[src/rtl/imem_host_arbiter_if.sv]
`default_nettype none
// ============================================================================
// Module      : imem_host_arbiter_if
// Description : Wishbone slave-side bus bundle for the imem host arbiter.
// Revision    : 1.0 - initial release
// ============================================================================
interface imem_host_arbiter_if;
    logic        wbs_cyc_i;
    logic        wbs_stb_i;
    logic        wbs_we_i;
    logic [3:0]  wbs_sel_i;
    logic [31:0] wbs_adr_i;
    logic [31:0] wbs_dat_i;
    logic        wbs_ack_o;
    logic [31:0] wbs_dat_o;

    modport slave (
        input  wbs_cyc_i, wbs_stb_i, wbs_we_i, wbs_sel_i, wbs_adr_i, wbs_dat_i,
        output wbs_ack_o, wbs_dat_o
    );

    modport master (
        output wbs_cyc_i, wbs_stb_i, wbs_we_i, wbs_sel_i, wbs_adr_i, wbs_dat_i,
        input  wbs_ack_o, wbs_dat_o
    );
endinterface
`default_nettype wire

[src/rtl/imem_host_arbiter.sv]
`default_nettype none
// ============================================================================
// Module      : imem_host_arbiter
// Description : Wishbone slave owning the core reset and sharing the imem
//               between the core fetch port and the management SoC.
// Revision    : 1.0 - initial release
// ============================================================================
module imem_host_arbiter #(
    parameter logic [31:0] ADDR_BASE = 32'h3000_0000,
    parameter int          IMEM_AW   = 8,
    parameter int          IMEM_DW   = 8
) (
    input  wire logic               wb_clk_i,
    input  wire logic               wb_rst_i,
    imem_host_arbiter_if.slave      wbs,
    output logic                    cpu_rst_o,
    output logic                    cpu_stall_o,
    input  wire logic [IMEM_AW-1:0] cpu_imem_addr_i,
    output logic [IMEM_DW-1:0]      cpu_imem_rdata_o,
    output logic [IMEM_AW-1:0]      imem_addr_o,
    output logic [IMEM_DW-1:0]      imem_wdata_o,
    output logic                    imem_we_o,
    input  wire logic [IMEM_DW-1:0] imem_rdata_i
);

    localparam logic [15:0] C_OFF_CTRL   = 16'h0000;
    localparam logic [15:0] C_OFF_STATUS = 16'h0004;
    localparam logic [15:0] C_OFF_CYCLES = 16'h0008;
    localparam logic [15:0] C_OFF_IMEM   = 16'h1000;

    typedef enum logic [2:0] {
        S_IDLE   = 3'd0,
        S_STALL  = 3'd1,
        S_ACCESS = 3'd2,
        S_RDWAIT = 3'd3,
        S_ACK    = 3'd4
    } state_t;

    state_t               state_q, state_d;
    logic                 run_q;
    logic [31:0]          cycles_q;
    logic [31:0]          dat_q;
    logic [IMEM_AW-1:0]   addr_q;
    logic [IMEM_DW-1:0]   wdata_q;
    logic                 we_q;
    logic                 sel0_q;
    logic                 ctrl_wr_q;

    logic                 w_req;
    logic                 w_imem_hit;
    logic [15:0]          w_off;
    logic [31:0]          w_reg_rdata;
    logic                 w_run_rise;
    logic                 w_unused;

    assign w_off      = wbs.wbs_adr_i[15:0];
    assign w_req      = wbs.wbs_cyc_i && wbs.wbs_stb_i
                        && (wbs.wbs_adr_i[31:16] == ADDR_BASE[31:16]);
    assign w_imem_hit = (w_off[15:IMEM_AW+2] == C_OFF_IMEM[15:IMEM_AW+2])
                        && (w_off[1:0] == 2'b00);
    assign w_unused   = ^{wbs.wbs_sel_i[3:1], wbs.wbs_dat_i[31:IMEM_DW]};

    always_comb begin
        w_reg_rdata = 32'h0;
        if (!wbs.wbs_we_i) begin
            case (w_off)
                C_OFF_CTRL:   w_reg_rdata = {31'h0, run_q};
                C_OFF_STATUS: w_reg_rdata = {30'h0, cpu_stall_o, run_q};
                C_OFF_CYCLES: w_reg_rdata = cycles_q;
                default:      w_reg_rdata = 32'h0;
            endcase
        end
    end

    always_ff @(posedge wb_clk_i) begin
        if (wb_rst_i) begin
            state_q <= S_IDLE;
        end else begin
            state_q <= state_d;
        end
    end

    always_comb begin
        state_d      = state_q;
        imem_addr_o  = cpu_imem_addr_i;
        imem_we_o    = 1'b0;
        imem_wdata_o = wdata_q;
        case (state_q)
            S_IDLE: begin
                if (w_req) begin
                    if (w_imem_hit) begin
                        state_d = run_q ? S_STALL : S_ACCESS;
                    end else begin
                        state_d = S_ACK;
                    end
                end
            end
            S_STALL:  state_d = S_ACCESS;
            S_ACCESS: begin
                imem_addr_o = addr_q;
                if (we_q) begin
                    imem_we_o = sel0_q;
                    state_d   = S_ACK;
                end else begin
                    state_d   = S_RDWAIT;
                end
            end
            S_RDWAIT: state_d = S_ACK;
            S_ACK:    state_d = S_IDLE;
            default:  state_d = S_IDLE;
        endcase
    end

    // RUN is applied on the edge leaving ACK so it never changes under an ack.
    assign w_run_rise = (state_q == S_ACK) && ctrl_wr_q && wdata_q[0] && !run_q;

    always_ff @(posedge wb_clk_i) begin
        if (wb_rst_i) begin
            run_q     <= 1'b0;
            cycles_q  <= 32'h0;
            dat_q     <= 32'h0;
            addr_q    <= '0;
            wdata_q   <= '0;
            we_q      <= 1'b0;
            sel0_q    <= 1'b0;
            ctrl_wr_q <= 1'b0;
        end else begin
            if (w_run_rise) begin
                cycles_q <= 32'h0;
            end else if (run_q && !cpu_stall_o) begin
                cycles_q <= cycles_q + 32'h1;
            end
            case (state_q)
                S_IDLE: begin
                    if (w_req) begin
                        addr_q    <= wbs.wbs_adr_i[IMEM_AW+1:2];
                        wdata_q   <= wbs.wbs_dat_i[IMEM_DW-1:0];
                        we_q      <= wbs.wbs_we_i;
                        sel0_q    <= wbs.wbs_sel_i[0];
                        ctrl_wr_q <= wbs.wbs_we_i && wbs.wbs_sel_i[0]
                                     && (w_off == C_OFF_CTRL);
                        dat_q     <= w_reg_rdata;
                    end
                end
                S_RDWAIT: dat_q <= {{(32-IMEM_DW){1'b0}}, imem_rdata_i};
                S_ACK: begin
                    if (ctrl_wr_q) begin
                        run_q <= wdata_q[0];
                    end
                    ctrl_wr_q <= 1'b0;
                end
                default: ;
            endcase
        end
    end

    assign cpu_rst_o        = !run_q;
    assign cpu_stall_o      = run_q && ((state_q == S_STALL) || (state_q == S_ACCESS)
                                        || (state_q == S_RDWAIT));
    assign cpu_imem_rdata_o = imem_rdata_i;
    assign wbs.wbs_ack_o    = (state_q == S_ACK);
    assign wbs.wbs_dat_o    = (state_q == S_ACK) ? dat_q : 32'h0;

endmodule
`default_nettype wire
[src/flat_wrapper.sv]
// flat-port wrapper written by rule: the top's interface ports become plain ports
module imem_host_arbiter_flat 
#(
    parameter logic [31:0] ADDR_BASE = 32'h3000_0000,
    parameter int          IMEM_AW   = 8,
    parameter int          IMEM_DW   = 8
)
  (wb_clk_i, wb_rst_i, cpu_rst_o, cpu_stall_o, cpu_imem_addr_i, cpu_imem_rdata_o, imem_addr_o, imem_wdata_o, imem_we_o, imem_rdata_i, wbs_wbs_cyc_i, wbs_wbs_stb_i, wbs_wbs_we_i, wbs_wbs_sel_i, wbs_wbs_adr_i, wbs_wbs_dat_i, wbs_wbs_ack_o, wbs_wbs_dat_o);
  imem_host_arbiter_if wbs_i ();
  input  wire logic wb_clk_i;
  input  wire logic wb_rst_i;
  output logic cpu_rst_o;
  output logic cpu_stall_o;
  input  wire logic [IMEM_AW-1:0] cpu_imem_addr_i;
  output logic [IMEM_DW-1:0] cpu_imem_rdata_o;
  output logic [IMEM_AW-1:0] imem_addr_o;
  output logic [IMEM_DW-1:0] imem_wdata_o;
  output logic imem_we_o;
  input  wire logic [IMEM_DW-1:0] imem_rdata_i;
  input wire logic [$bits(wbs_i.wbs_cyc_i)-1:0] wbs_wbs_cyc_i;
  input wire logic [$bits(wbs_i.wbs_stb_i)-1:0] wbs_wbs_stb_i;
  input wire logic [$bits(wbs_i.wbs_we_i)-1:0] wbs_wbs_we_i;
  input wire logic [$bits(wbs_i.wbs_sel_i)-1:0] wbs_wbs_sel_i;
  input wire logic [$bits(wbs_i.wbs_adr_i)-1:0] wbs_wbs_adr_i;
  input wire logic [$bits(wbs_i.wbs_dat_i)-1:0] wbs_wbs_dat_i;
  output wire logic [$bits(wbs_i.wbs_ack_o)-1:0] wbs_wbs_ack_o;
  output wire logic [$bits(wbs_i.wbs_dat_o)-1:0] wbs_wbs_dat_o;
  assign wbs_i.wbs_cyc_i = wbs_wbs_cyc_i;
  assign wbs_i.wbs_stb_i = wbs_wbs_stb_i;
  assign wbs_i.wbs_we_i = wbs_wbs_we_i;
  assign wbs_i.wbs_sel_i = wbs_wbs_sel_i;
  assign wbs_i.wbs_adr_i = wbs_wbs_adr_i;
  assign wbs_i.wbs_dat_i = wbs_wbs_dat_i;
  assign wbs_wbs_ack_o = wbs_i.wbs_ack_o;
  assign wbs_wbs_dat_o = wbs_i.wbs_dat_o;
  imem_host_arbiter #(.ADDR_BASE(ADDR_BASE), .IMEM_AW(IMEM_AW), .IMEM_DW(IMEM_DW)) u_core (.wb_clk_i(wb_clk_i), .wb_rst_i(wb_rst_i), .wbs(wbs_i), .cpu_rst_o(cpu_rst_o), .cpu_stall_o(cpu_stall_o), .cpu_imem_addr_i(cpu_imem_addr_i), .cpu_imem_rdata_o(cpu_imem_rdata_o), .imem_addr_o(imem_addr_o), .imem_wdata_o(imem_wdata_o), .imem_we_o(imem_we_o), .imem_rdata_i(imem_rdata_i));
endmodule
[config.mk]
export PLATFORM = sky130hd
export DESIGN_NAME = imem_host_arbiter_flat
export DESIGN_NICKNAME = d
export VERILOG_FILES = /design/src/rtl/imem_host_arbiter_if.sv /design/src/rtl/imem_host_arbiter.sv /design/src/flat_wrapper.sv
export SDC_FILE = /design/constraint.sdc
export NUM_CORES = 1
export LEC_CHECK = 0
export CAP_MARGIN = 20
export CORE_UTILIZATION = 48
export DETAILED_ROUTE_END_ITERATION = 10
export PLACE_DENSITY_LB_ADDON = 0.05
export SYNTH_ARGS = -nofsm -noshare
export SYNTH_HDL_FRONTEND = slang
export SYNTH_SLANG_ARGS = --single-unit
[constraint.sdc]
create_clock -name wb_clk_i -period 4.5 [get_ports wb_clk_i]
set_input_delay 0.45 -clock wb_clk_i [delete_from_list [all_inputs] [get_ports wb_clk_i]]
set_output_delay 0.45 -clock wb_clk_i [all_outputs]
set_load 0.03 [all_outputs]
==> impl_metrics.yaml <==
status:
  status: "finished clean"
floorplan:
  fp.dieH_um: 94.6
  ios: 149
  die_w_um: 94.6
  core_um2: 8260
  die_area_um2: 8940
  core.rowCount: 33
  initial_utilization_pct: 49.8
sta:
  post-route-period-util_pct: 71.0
  maxSlewHeadroom_pct: 27.4
  finalSetupViolations: 0
  rsz0062_at_grt: "no"
  drv_slew: 0
  hold_violations: 0
  fin_tns_setup_ns: 0
  fin_crit_ns: 3.19
  max_freq_mhz: 313
  worst_pin_slew_ns: 1.09
  finClkSkew_ns: 0.0134
  hold_slack_ns: 0.454
global_routing:
  grt_overflow: 0
  first_global_vias: 3777
  grt_busiest_layer: "met2"
  track_usage_pct: 24.5
  antenna_found_initial: 0
  use_met3_pct: 3.38
  grt_pass1_wl_mm: 17.6
  met2_usage_pct: 42.6
  grt_start_max_net_pins: 52
  globalRouteMet1Util_pct: 32.0
setup_path:
  rrSetupSlack_ns: 1.31
  cp-startpoint: "u_core.state_q[2]"
  setup.worst_path.end: "u_core.cycles_q[31]"
  r2r-start: "u_core.state_q[2]"
  cp_max_fo: 39
  slowest_delay_ns: 0.96
  path_cells: "o21ba_2 > or3_1 > or4b_1 > or4_1 > a21oi_1"
  path_class: "flip-flop to flip-flop"
  crit_path_end_kind: "flip-flop"
  slowest_stage: "dfxtp_1"
  r2r_cells: 5
  cp.arrival_ns: 3.47
  start_kind: "flip-flop"
  cp.required_ns: 4.77
  r2r_end: "u_core.cycles_q[31]"
clock_tree:
  postCtsSetupBuffers: 0
  cts-root-buf: "clkbuf_8"
  cts_tree: "yes"
  post_cts_resized: 0
  clk_latency_ns: 0.36
  clk_path_buf_depth: 2
  numCtsBuffers: 9
  clkSinkCount: 87
  clk_pin_slew_worst_paths_ns: 0.09
  hold_buffers: 0
  htreeDepth: 3
yosys:
  synth_edf_count: 0
  ys_seq_area_share_pct: 42.3
  syn_nets: 611
  async_reset_ff_share_pct: 0
  post-synth-top-area-cell: "dfxtp_1"
  yosysTopAreaCellShare_pct: 42.3
  yosys-top-cells-area: "dfxtp_1 (42%), nand3_1 (7.3%), a21oi_1 (7.2%)"
  ys_warn_count: 0
  avgSynthCellArea_um2: 7.89
  syn_inst: 521
  netlist_area_um2: 4110
  ys_seq_elements: 87
  synthDistinctLibCells: 38
  ys.flop_type: "dfxtp_1"
cells_and_area:
  utilization_pct: 66.7
  drive_above_1_share_pct: 6.29
  num_antenna_cells: 0
  area_delta_synth_final_pct: 33.8
  fin_cells: 725
  fin_nets: 705
  final_cell_area_um2: 5500
detailed_routing:
  first_pass_iters: 4
  route.final.wire_length_mm: 10.6
  drc: 0
  ant_nets: 0
  wl_per_cell_um: 14.6
  vias: 4075
  drt_iter0_markers: 162
  vias_per_cell: 5.62
pwr:
  intPower_mw: 1.06
  pwr-share-clk_pct: 37.0
  powerDensity_nw_per_um2: 253
  p_switching_uw: 337
  vdd_drop_max_mv: 0.134
  power_leakage_nw: 1.84
  p_comb_share_pct: 7.8
  netSwitchingFraction_pct: 24.2
  seqPwrFrac_pct: 55.2
flow_run:
  drv_cap: 0
placed_design:
  dp_cells: 709
  io_buffers: 121
  dpl_cell_area_um2: 5320
  place.detailed.hpwl_mm: 7.58
  place_congestion: 0.810
worst_hold_path:
  hold_path.class: "flip-flop to flip-flop"
[registers in the layout (all words and copies together) (netlist names)]
name and count:
u_core.state_q 3, u_core.we_q 1, u_core.ctrl_wr_q 1, u_core.run_q 1, u_core.sel0_q 1, u_core.addr_q 8, u_core.cycles_q 32, u_core.imem_wdata_o 8
u_core.dat_q 32
[cell usage in the layout (no fill, tap or decap), drive strengths merged, types with 2 or more instances in the layout]
cell type | Yosys | final
clkdlybuf4s50 | 0 | 120
dfxtp | 87 | 87
nand3 | 60 | 60
a21oi | 59 | 59
nand2 | 57 | 57
and3 | 33 | 33
nor2 | 30 | 30
o21ai | 19 | 19
or3 | 16 | 16
nand4 | 15 | 15
nor4 | 13 | 13
xnor2 | 12 | 12
nor3 | 11 | 11
clkbuf | 34 | 10
inv | 8 | 10
mux2 | 9 | 9
buf | 12 | 9
xor2 | 6 | 6
a32oi | 6 | 6
a31oi | 4 | 4
o21ba | 3 | 3
and4 | 3 | 3
nand2b | 3 | 3
nand3b | 3 | 3
clkinv | 0 | 3
or4 | 2 | 2
nor4bb | 2 | 2
nor2b | 2 | 2
a21boi | 2 | 2
nor3b | 2 | 2
[worst min-delay path by stage]
stage / from / to / slack [ns] / depth (start not counted)
after floorplan: u_core.sel0_q / u_core.sel0_q / 0.43 / 2
after global placement: u_core.addr_q[5] / u_core.addr_q[5] / 0.44 / 2
after detailed placement: u_core.addr_q[5] / u_core.addr_q[5] / 0.44 / 2
after CTS: u_core.addr_q[5] / u_core.addr_q[5] / 0.46 / 2
after global routing: u_core.imem_wdata_o[2] / u_core.imem_wdata_o[2] / 0.48 / 2
final: u_core.addr_q[5] / u_core.addr_q[5] / 0.45 / 2
[power by group through the flow]
stage               Combinational, mW  Sequential (mW)  Clock (mW)
global placement                0.107            0.787           0
floorplan                      0.0402            0.787           0
CTS                             0.110            0.769       0.522
global route                    0.115            0.769       0.557
finish                          0.109            0.769       0.515
detailed placement              0.109            0.787           0
[per-layer routing]
layer,vias to the layer above,share of wire (%)
li1,2036,-
met1,1912,46
met2,116,49
met3,11,4.3
met4,0,0.90
met5,-,0
[cell type report]
class,instances,area [um2]
repair buffers,129,1270
well taps,105,131
clock buffers,10,138
clock inverters,6,51.3
multi-input cells,380,2150
flip-flops and latches,87,1740
fillers,747,2750
inverters,8,30.0
[kinds of logic (layout without fill, tap and decap cells)]
group | after synthesis | in the layout | share of synthesized area [%]
AND/OR/NAND/NOR | 255 | 255 | 32.0
AO/OA/AOI/OAI | 97 | 97 | 13.3
flip-flops | 87 | 87 | 42.3
buffers and inverters | 54 | 153 | 5.72
XOR/XNOR | 18 | 18 | 3.83
multiplexers | 9 | 9 | 2.46
adder cells (fa/ha/maj) | 1 | 1 | 0.304
[Yosys cell counts, types with 3 or more instances]
master / count
xnor2_1: 12
a31oi_1: 4
xor2_1: 6
a32oi_1: 6
buf_4: 8
mux2_2: 9
nor4_1: 13
nand2b_1: 3
nor2_1: 30
nand4_1: 15
or3_1: 16
nand2_1: 57
and4_1: 3
inv_1: 8
a21oi_1: 59
nor3_1: 11
clkbuf_1: 34
o21ba_2: 3
and3_1: 33
dfxtp_1: 87
o21ai_0: 19
nand3b_1: 3
nand3_1: 60
[worst max-delay path: cells and delay by family (launching register included)]
kind,cells,cell delay [ns]
flip-flops,1,0.96
AND/OR/NAND/NOR,3,1.73
AO/OA/AOI/OAI,2,0.44
[metrics by stage]
step           setup slack [ns]  power [mW]
2_1_floorplan              2.17       0.827
3_3_place_gp               1.40       0.895
3_5_place_dp               1.35       0.896
4_1_cts                    1.32        1.40
5_1_grt                    1.09        1.44
6_report                   1.31        1.39
Power figures use the tool's default switching activity.
